[src/rtl/lsu_pkg.sv]
// Shared encodings and defaults for the load/store unit: request opcodes,
// controller states and the legal data window.
package lsu_pkg;

  typedef enum logic [1:0] {
    OP_LOAD  = 2'b00,
    OP_STORE = 2'b01,
    OP_COPY  = 2'b10,
    OP_RSVD  = 2'b11
  } lsu_op_e;

  typedef enum logic [2:0] {
    IDLE       = 3'd0,
    RD_ISSUE   = 3'd1,
    RD_CAPTURE = 3'd2,
    WR         = 3'd3,
    RESP       = 3'd4
  } lsu_state_e;

  localparam logic [7:0] LSU_DATA_BASE  = 8'd64;
  localparam logic [7:0] LSU_DATA_LIMIT = 8'd127;

endpackage

[src/rtl/addr_range_check.sv]
// Combinational legality check: an address is legal when it lies inside
// the inclusive unsigned window [BASE, LIMIT].
module addr_range_check
  import lsu_pkg::*;
#(
  parameter logic [7:0] BASE  = LSU_DATA_BASE,
  parameter logic [7:0] LIMIT = LSU_DATA_LIMIT
) (
  input  logic [7:0] addr,
  output logic       legal
);

  assign legal = (addr >= BASE) && (addr <= LIMIT);

endmodule

[src/rtl/load_store_unit.sv]
// Single-outstanding load/store/copy unit in front of a byte-wide data memory
// with a one-cycle registered read port.
module load_store_unit
  import lsu_pkg::*;
#(
  parameter logic [7:0] DATA_BASE  = LSU_DATA_BASE,
  parameter logic [7:0] DATA_LIMIT = LSU_DATA_LIMIT
) (
  input  logic       clk,
  input  logic       rst_n,
  input  logic       req_valid,
  output logic       req_ready,
  input  logic [1:0] req_op,
  input  logic [7:0] req_addr,
  input  logic [7:0] req_src,
  input  logic [7:0] req_wdata,
  output logic       resp_valid,
  output logic [7:0] resp_data,
  output logic       resp_fault,
  output logic [7:0] fault_count,
  output logic [7:0] data_address,
  output logic [7:0] write_data,
  output logic       write_enable,
  input  logic [7:0] read_data
);

  // Handshake: a request transfers on a posedge where req_valid && req_ready;
  // req_ready is high only in IDLE, and resp_valid is an unconditional
  // one-cycle pulse (the core cannot stall it).

  lsu_state_e state, next_state;
  lsu_op_e    req_op_e, op_q;
  logic [7:0] src_addr, dst_q, byte_q;
  logic       accept, src_ok, dst_ok, req_fault, fault_q;

  assign req_op_e  = lsu_op_e'(req_op);
  assign req_ready = (state == IDLE);
  assign accept    = req_valid && req_ready;
  // LOAD reads from req_addr, COPY reads from req_src.
  assign src_addr  = (req_op_e == OP_COPY) ? req_src : req_addr;

  addr_range_check #(.BASE(DATA_BASE), .LIMIT(DATA_LIMIT)) u_src_check (
    .addr  (src_addr),
    .legal (src_ok)
  );

  addr_range_check #(.BASE(DATA_BASE), .LIMIT(DATA_LIMIT)) u_dst_check (
    .addr  (req_addr),
    .legal (dst_ok)
  );

  always_comb begin
    req_fault = 1'b0;
    case (req_op_e)
      OP_LOAD:  req_fault = !src_ok;
      OP_STORE: req_fault = !dst_ok;
      OP_COPY:  req_fault = !src_ok || !dst_ok;
      default:  req_fault = 1'b1;
    endcase
  end

  always_comb begin
    next_state = state;
    case (state)
      IDLE: begin
        if (accept) begin
          if (req_fault)                  next_state = RESP;
          else if (req_op_e == OP_STORE)  next_state = WR;
          else                            next_state = RD_ISSUE;
        end
      end
      RD_ISSUE:   next_state = RD_CAPTURE;
      RD_CAPTURE: next_state = (op_q == OP_COPY) ? WR : RESP;
      WR:         next_state = RESP;
      RESP:       next_state = IDLE;
      default:    next_state = IDLE;
    endcase
  end

  always_ff @(posedge clk or negedge rst_n) begin
    if (!rst_n) state <= IDLE;
    else        state <= next_state;
  end

  always_ff @(posedge clk or negedge rst_n) begin
    if (!rst_n) begin
      op_q    <= OP_LOAD;
      dst_q   <= '0;
      fault_q <= 1'b0;
      byte_q  <= '0;
    end else begin
      if (accept) begin
        op_q    <= req_op_e;
        dst_q   <= req_addr;
        fault_q <= req_fault;
      end
      if (state == RD_CAPTURE) byte_q <= read_data;
    end
  end

  // Memory-side outputs are loaded on entry to the state that owns them, so
  // they are valid for the whole RD_ISSUE / WR cycle and hold otherwise.
  always_ff @(posedge clk or negedge rst_n) begin
    if (!rst_n) begin
      data_address <= '0;
      write_data   <= '0;
      write_enable <= 1'b0;
    end else begin
      write_enable <= (next_state == WR);
      if (next_state == RD_ISSUE) data_address <= src_addr;
      if (next_state == WR) begin
        data_address <= (state == IDLE) ? req_addr  : dst_q;
        write_data   <= (state == IDLE) ? req_wdata : read_data;
      end
    end
  end

  // The response is registered out of RESP, giving LOAD/STORE/COPY/fault
  // completions 3/2/4/1 edges after acceptance.
  always_ff @(posedge clk or negedge rst_n) begin
    if (!rst_n) begin
      resp_valid  <= 1'b0;
      resp_fault  <= 1'b0;
      resp_data   <= '0;
      fault_count <= '0;
    end else begin
      resp_valid <= (state == RESP);
      resp_fault <= (state == RESP) && fault_q;
      resp_data  <= ((state == RESP) && !fault_q && (op_q != OP_STORE)) ? byte_q : 8'h00;
      if ((state == RESP) && fault_q && (fault_count != 8'hFF))
        fault_count <= fault_count + 8'd1;
    end
  end

endmodule

[config.mk]
export PLATFORM = sky130hd
export DESIGN_NAME = load_store_unit
export DESIGN_NICKNAME = d
export VERILOG_FILES = /design/src/rtl/lsu_pkg.sv /design/src/rtl/addr_range_check.sv /design/src/rtl/load_store_unit.sv
export SDC_FILE = /design/constraint.sdc
export NUM_CORES = 1
export LEC_CHECK = 0
export ABC_AREA = 1
export CORE_MARGIN = 2
export CORE_UTILIZATION = 52
export DETAILED_ROUTE_END_ITERATION = 16
export HOLD_SLACK_MARGIN = 0.08
export PLACE_DENSITY = 0.83
export REMOVE_ABC_BUFFERS = 1
export SLEW_MARGIN = 25
export SYNTH_ARGS = -nofsm -noshare
export SYNTH_HDL_FRONTEND = slang
export SYNTH_SLANG_ARGS = --single-unit
[constraint.sdc]
create_clock -name clk -period 3.55 [get_ports clk]
set_clock_uncertainty 0.2 [all_clocks]
set_input_delay 0.71 -clock clk [delete_from_list [all_inputs] [get_ports clk]]
set_output_delay 0.71 -clock clk [all_outputs]
set_load 0.01 [all_outputs]
==> summary by stage, run 1 <==
Route
In the final routed layout, each cell accounts on average for between 10 and 15 µm. The detail route stage leaves a number of antenna-violating nets equal to 0. The pre-antenna-repair detailed-routing pass consisted of 4 iterations. The count of routing violations after the opening detailed-route iteration is 180.

The number of vias in the routed layout is ~2300. In the routed design, unresolved DRC markers number 0. Dividing the detail-routed via count by the number of cells gives approximately 5.0. After detailed routing, the total wire length is 5980 µm.

Finish
The net total in the final layout is around 420. Leaving out fill and tap cells, the most frequent cells in the layout are 109 x sky130_fd_sc_hd__nand2_1, 71 x sky130_fd_sc_hd__clkdlybuf4s50_1, 57 x sky130_fd_sc_hd__dfrtp_1. The ratio of cells with drive above 1 in the final layout is 11.3%.

Relative to the synthesized area, the layout overhead comes to 35.1%. Leaving out filler cells and counting taps, the final layout contains ~460. 0 antenna diodes ended up in the layout.

The commonest non-fill, non-tap cell in the layout is sky130_fd_sc_hd__nand2_1. After routing the design area is approximately 0.0036 mm². The share of the core filled with cells in the final layout is a little over 70%.

Floorplan
73 I/O pins were placed. For this configuration, the core starts out at a cell density of between 50% and 60%. The chip width is about 76 µm. The initialized floorplan defines 26 standard-cell rows. The die height is between 70 and 80 µm. The die covers about 0.0058 mm². After floorplanning, the core was sized to cover just over 0.005 mm².

Power
Of the total power, registers draw about two fifths. The leakage power total is roughly 1.8 nW. Across the VDD grid, the largest voltage drop is just under 400 µV.

The total power of the final layout is between 2 and 3 mW. The combinational group share of total power is between 40% and 50%. The fraction of power spent switching nets is between 30% and 40%. Cell internal power was estimated by the tool at 1.70 mW. Summed over all nets, the switching power comes to around 1.0 mW. The clock share of power is 20.2%. In this run the power density over the cells is 747 mW/mm².

STA
The count of final setup violators is 0. The transition time at the pin with the least slew margin is approximately 0.73 ns. Final hold analysis gives a worst-case slack of about 0.18 ns. In the final timing run, aggregate negative setup slack is 0 ns. For the finished layout, the period the worst path requires is ~2.8 ns.

The number of max-slew violations in the final report was 0. Setup repair after global routing left no endpoint under its margin. Based on the critical path, the design can be clocked at up to 0.356 GHz. The post-route fraction of the period consumed by the critical path is roughly four fifths. The number of hold violations in the final report is 0. Across all setup checks in the final design, the least slack found is around 0.74 ns.

Headroom to the max-slew limit came out at approximately half.

Clock tree
The number of gates resized after CTS was 0. The clock slew at the register clock pins of the worst setup and hold paths is around 0.070 ns. The count of buffers added by post-CTS timing repair for setup is 0. The hold buffer count at CTS is 0. TritonCTS built the clock tree. The maximum buffer depth of the clock tree is 2. The later pin in the worst-skew pair is clocked with a latency of roughly 0.34 ns. Buffers inserted during clock tree synthesis total 9. Clock tree synthesis found a total of 57 sinks. The cell sitting at the root of the clock tree is a sky130_fd_sc_hd__clkbuf_8. The level count of the clock H-tree is 3.

Global routing
The first-pass GRT wire length is 10600 µm. The remaining global-route overflow is 0. The largest net degree at the start of global routing is 52.

The via count of the first global-routing pass is roughly 2300. In the global route stage, overall resource usage came out at a little under a quarter. The number of antenna violations at the first check in global routing is 0.

Setup path
In this design, the stage delay of the slowest critical-path cell is around 0.55 ns. The slowest stage of the critical path is the sky130_fd_sc_hd__clkdlybuf4s50_1 cell. The kind of end point of the critical path is a primary output.

In this run the worst path has a maximum fanout of 19. The path type of the worst setup path is reg -> out. The critical path data arrival time is 1.90 ns. The signal on the critical path passes through nor2_2, nand2_4, inv_1, clkdlybuf4s50_1. The required time at the endpoint of the critical path is 2.64 ns.

The slack of the worst reg-to-reg path is 1.29 ns. STA classifies the critical path startpoint as a flop.

Placed design
The post-detailed-placement half-perimeter wirelength is 4280 µm. In this run, placement finished with an instance count of between 400 and 500. Timing analysis after detailed placement gives a worst setup slack of a little under 0.8 ns. The placed instances occupy a cell area of 0.00346 mm². The weighted congestion reported at the end of routability-driven placement is ~0.83. The number of buffer cells added on primary ports is 72.

Run status
The run finished with clean final reports.

Logic synthesis
The mapped netlist covers between 0.002 and 0.003 mm². The synthesized design contains 57 register bits. The number of different library cells used by synthesis comes to 28. The sequential fraction of the synthesis area is approximately 53%. Synthesis produced 310 cells. The average instance in the mapped netlist occupies roughly 8.7 µm². The Yosys warning count is 0.

Min path
The path class of the tightest hold or removal check is in -> async.

Flow run
The tool flagged a number of max-cap violations equal to 0.
## state kept, by name, indices dropped and copies added (netlist names)
name          cells
resp_fault        1
state             3
write_enable      1
resp_data         8
byte_q            8
data_address      8
write_data        8
fault_q           1
op_q              2
dst_q             8
resp_valid        1
fault_count       8
## cells in the mapped netlist
cell type                  count  area (µm²)
sky130_fd_sc_hd__a21oi_1       1        5.00
sky130_fd_sc_hd__nor3_4        1        16.3
sky130_fd_sc_hd__o21ai_0      19        95.1
sky130_fd_sc_hd__nand2_2       2        12.5
sky130_fd_sc_hd__buf_4         1        7.51
sky130_fd_sc_hd__xnor2_1       5        43.8
sky130_fd_sc_hd__o211ai_1      4        30.0
sky130_fd_sc_hd__mux2_2        8        90.1
sky130_fd_sc_hd__nand3_2       1        10.0
sky130_fd_sc_hd__inv_1        29         109
sky130_fd_sc_hd__nor2_1       12        45.0
sky130_fd_sc_hd__nor3_1        1        5.00
sky130_fd_sc_hd__buf_2         4        20.0
sky130_fd_sc_hd__o31ai_1       1        7.51
sky130_fd_sc_hd__nand3_4       2        35.0
sky130_fd_sc_hd__nand2_4       4        45.0
sky130_fd_sc_hd__ha_1          1        12.5
sky130_fd_sc_hd__dfrtp_1      57        1430
sky130_fd_sc_hd__inv_2         5        18.8
sky130_fd_sc_hd__o21ai_1       1        5.00
sky130_fd_sc_hd__nand3_1      30         150
sky130_fd_sc_hd__nand2_1     109         409
sky130_fd_sc_hd__nand4_1       3        18.8
sky130_fd_sc_hd__xor2_1        2        17.5
sky130_fd_sc_hd__buf_6         2        22.5
sky130_fd_sc_hd__nor2_8        1        20.0
sky130_fd_sc_hd__clkbuf_1      2        7.51
sky130_fd_sc_hd__nor2_2        2        12.5
## final timing paths
| path | start | endpoint | depth (start not counted) |
|---|---|---|---|
| max | state[0] | req_ready | 4 |
| max in group asynchronous | rst_n | dst_q[7] | 2 |
| min in group clk | write_data[6] | write_data[6] | 2 |
| max reg2reg | state[0] | write_data[5] | 6 |
| min | rst_n | fault_count[4] | 1 |
| min reg2reg | write_data[6] | write_data[6] | 2 |
## cell families (layout without fill, tap and decap cells)
kind of cell	after synthesis	in the layout	synth area share, %
XOR/XNOR	7	7	2.27
flip-flops	57	57	52.9
adder cells (fa/ha/maj)	1	1	0.464
multiplexers	8	8	3.34
AND/OR/NAND/NOR	168	168	28.9
AO/OA/AOI/OAI	26	26	5.29
buffers and inverters	43	124	6.86
## worst max-delay path, delay by kind of cell, from the launching register on
family                 cells  cell delay, ns
buffers and inverters      2            0.72
DFF                        1            0.44
and+or+nand+nor            2            0.39
## power by group through the flow
stage	Clock (mW)	Sequential, mW	Combinational (mW)
finish	0.549	1.05	1.12
global route	0.588	1.08	1.26
CTS	0.560	1.05	1.14
detailed placement	0	1.06	1.13
global placement	0	1.05	1.10
floorplan	0	1.09	0.557
## final cells by class
class | instances | area (µm²)
Fill cell | 397 | 1400
Inverter | 34 | 128
Multi-Input combinational cell | 210 | 1090
Tap cell | 70 | 87.6
Clock buffer | 12 | 155
Clock inverter | 4 | 27.5
Sequential cell | 57 | 1430
Timing Repair Buffer | 74 | 733
## layer usage
metal	part of all wire [%]	global-route usage (%)	vias up	wire [µm]
li1	-	-	1137	-
met1	44	31.3	1079	2660
met2	46	35.3	89	2780
met3	6.9	6.64	15	415
met4	2.1	11.1	0	128
met5	0	0	-	0
No activity file was read; power rests on OpenSTA's default activity.
==> inputs of run 2 (changes only) <==
--- a/config.mk
+++ b/config.mk
@@ -7,10 +7,10 @@
 export LEC_CHECK = 0
 export ABC_AREA = 1
 export CORE_MARGIN = 2
-export CORE_UTILIZATION = 52
+export CORE_UTILIZATION = 48
 export DETAILED_ROUTE_END_ITERATION = 16
 export HOLD_SLACK_MARGIN = 0.08
-export PLACE_DENSITY = 0.83
+export PLACE_DENSITY = 0.78
 export REMOVE_ABC_BUFFERS = 1
 export SLEW_MARGIN = 25
 export SYNTH_ARGS = -nofsm -noshare
==> constraint.sdc (replaced) <==
create_clock -name clk -period 2.6 [get_ports clk]
set_clock_uncertainty 0.2 [all_clocks]
set_input_delay 0.52 -clock clk [delete_from_list [all_inputs] [get_ports clk]]
set_output_delay 0.52 -clock clk [all_outputs]
set_load 0.01 [all_outputs]
==> summary by stage, run 2 (synthesis results as in run 1) <==
Finish
The number of fill cells in the layout is 452 (+14%). The number of antenna diodes is 0 (unchanged). The sequential cell area is 0.00143 mm² (unchanged). The share of the core filled with cells in the final layout is 68.2% (-4.1 points). In the layout the commonest cells are 109 x sky130_fd_sc_hd__nand2_1, 71 x sky130_fd_sc_hd__clkdlybuf4s50_1, 57 x sky130_fd_sc_hd__dfrtp_1. The area of the multi-input gates is 0.00109 mm² (unchanged). The finished layout cell area is 0.00373 mm² (+2.4%). The ratio of cells with drive above 1 in the final layout is 12.6% (+1.3 points). The post-synthesis to final-layout area growth is 38.3%. The net total in the final layout was 432 (+1.9%).

The commonest non-fill, non-tap cell in the layout is sky130_fd_sc_hd__nand2_1.

Power
The leakage power total is 1.85 nW (+3.4%). The worst IR drop on VDD is 608 µV (+54%). The total power divided by cell area is 1040 mW/mm² (+39%).

Floorplan
The die height is 79.0 µm (+3.9%). The number of placement rows is 27 (+3.8%). The placeable core region was 0.00547 mm² (+8.5%). The number of ports placed on the die boundary was 73 (unchanged). The chip width is 79.0 µm (+3.9%). The floorplan die area is 0.00624 mm² (+7.9%). The starting density of the core is 49.3% (-4.2 points).

Global routing
The largest net degree at the start of global routing is 30 (-42%). The first-pass GRT wire length is 10800 µm (+1.6%). The remaining global-route overflow is 0 (unchanged). The number of antenna violations at the first check in global routing is 0 (unchanged).

The via count of the first global-routing pass is 2258 (-0.75%). The total global-route track usage is 22.5% (-0.77 points).

Setup path
The capturing instance or port of the critical path is req_ready. The required time at the endpoint of the critical path was 1.88 ns (-0.76 ns). The path depth of the worst reg2reg path is 10 (+4). The startpoint kind of the worst setup timing path is a flop.

In this run the critical register-to-register path is launched from state[0]. The slack of the worst reg-to-reg path is 0.47 ns (-0.82 ns). The critical path data arrival time is 1.70 ns (-0.20 ns). The worst setup path is of the reg -> out kind. The kind of end point of the critical path is a primary output. The maximum fanout along the worst path is 6 (-13). The terminus of the critical flop-to-flop path is data_address[1]. The most critical setup path has its startpoint at state[0].

STA
The post-route fraction of the period consumed by the critical path is 93.2%. The setup slack after layout came to 0.177 ns (-0.567 ns). The highest achievable clock rate is between 0.4 and 0.5 GHz. The final critical-path required period is roughly 2.4 ns.

The number of hold violations in the final report was 0 (unchanged). The number of max-slew violations in the final report came to 0 (unchanged). The worst slack on hold paths is 0.277 ns (+0.0958 ns). The transition time at the pin with the least slew margin is 0.706 ns (-0.0285 ns). The tightest slew margin relative to the limit is 52.7% (+1.9 points).

The total negative slack is 0 ns (unchanged). The count of final setup violators came to 0 (unchanged). Setup repair after global routing left no endpoint under its margin.

Clock tree
The clock sink count is 57 (unchanged). The number of clock buffers inserted by TritonCTS was 9 (unchanged). The level count of the clock H-tree is 3 (unchanged). The maximum buffer depth of the clock tree is 2 (unchanged). The clock slew at the register clock pins of the worst setup and hold paths is 0.06 ns (about the same).

The cell sitting at the root of the clock tree is a sky130_fd_sc_hd__clkbuf_8. The clock tree from TritonCTS is done. The clock latency of the later-clocked register in the worst-skew pair was 0.33 ns (about the same).

Route
The total detailed-routing wirelength was 6450 µm (+7.8%). The vias per cell came to 5.00 (-0.73%). The average wire length per cell after detail routing is 13.7 µm (+5.7%).

The number of vias in the routed layout is 2348 (+1.2%). The number of nets still failing antenna checks after routing came to 0 (unchanged). The DRC violation count after routing is 0 (unchanged). The total iterations of the first detailed-routing run came to 4 (unchanged). The count of routing violations after the opening detailed-route iteration is 194 (+7.8%).

Flow run
The total of max-cap violations is 0 (unchanged).

Placed design
The number of buffer cells added on primary ports is 72 (unchanged). The weighted congestion reported at the end of routability-driven placement is 0.889 (+7.0%). The total cell area at the placement stage is 0.00350 mm² (+1.2%). The post-detailed-placement half-perimeter wirelength is 4760 µm (+11%).

The post-placement worst setup slack is 0.0880 ns (-0.687 ns).

Min path
The worst hold path begins at write_data[7]. The class of the tightest hold or removal check is reg -> reg.

Run status
The flow ran to the end, and the final reports show no timing, DRC or antenna violations.
## run 2: cell types whose count changed in the layout (fill, tap and decap cells not counted), sizes merged
cell	previous run	this run
buf	3	10
bufinv	0	1
clkinv	1	2
clkinvlp	3	0
dlygate4sd3	0	1
## run 2: what timing repair did
action,4_1_cts,5_1_grt
setup buffers,0,3
hold buffers,1,0
endpoints found under the setup margin,0,1
endpoints found under the hold margin,15,0
gates resized for setup,0,0
## run 2: per-stage QoR
stage                     power (mW)  std cells
after floorplan                 2.25        301
after global placement          2.97        451
after detailed placement        3.02        451
after CTS                       3.86        467
after global routing            4.16        470
final                           3.88        470
## run 2: worst min path at each step
stage / end / slack [ns] / cells after the start
final: write_data[7] / 0.28 / 2
after global routing: write_data[3] / 0.30 / 2
after floorplan: byte_q[0] / 0.02 / 0
after detailed placement: resp_data[3] / 0.27 / 1
after global placement: resp_data[6] / 0.26 / 1
after CTS: write_data[7] / 0.28 / 2
## run 2: layout make-up
class | count | share of cell area (%)
well taps | 72 | 2.41
multi-input cells | 210 | 29.1
clock inverters | 3 | 1.07
inverters | 34 | 3.42
flip-flops and latches | 57 | 38.2
repair buffers | 82 | 21.6
clock buffers | 12 | 4.16
## run 2: critical path, cell delays in order (launching register included)
cell,delay [ns]
sky130_fd_sc_hd__dfrtp_1,0.45
sky130_fd_sc_hd__nor2_2,0.21
sky130_fd_sc_hd__nand2_4,0.10
sky130_fd_sc_hd__inv_1,0.08
sky130_fd_sc_hd__clkdlybuf4s50_1,0.54
## run 2: routing by layer
layer	global-route usage (%)	vias to the layer above	wire length (µm)
met3	4.43	13	420
li1	-	1146	-
met4	9.83	0	119
met2	35.3	83	3040
met5	0	-	0
met1	30.6	1106	2870
## run 2: report_power, final
part | total [mW] | switching (mW) | leakage, nW | internal, mW
clock network | 0.824 | 0.338 | 0.102 | 0.486
registers | 1.43 | 0.198 | 0.731 | 1.23
logic | 1.63 | 0.875 | 1.01 | 0.751
total | 3.88 | 1.41 | 1.85 | 2.47
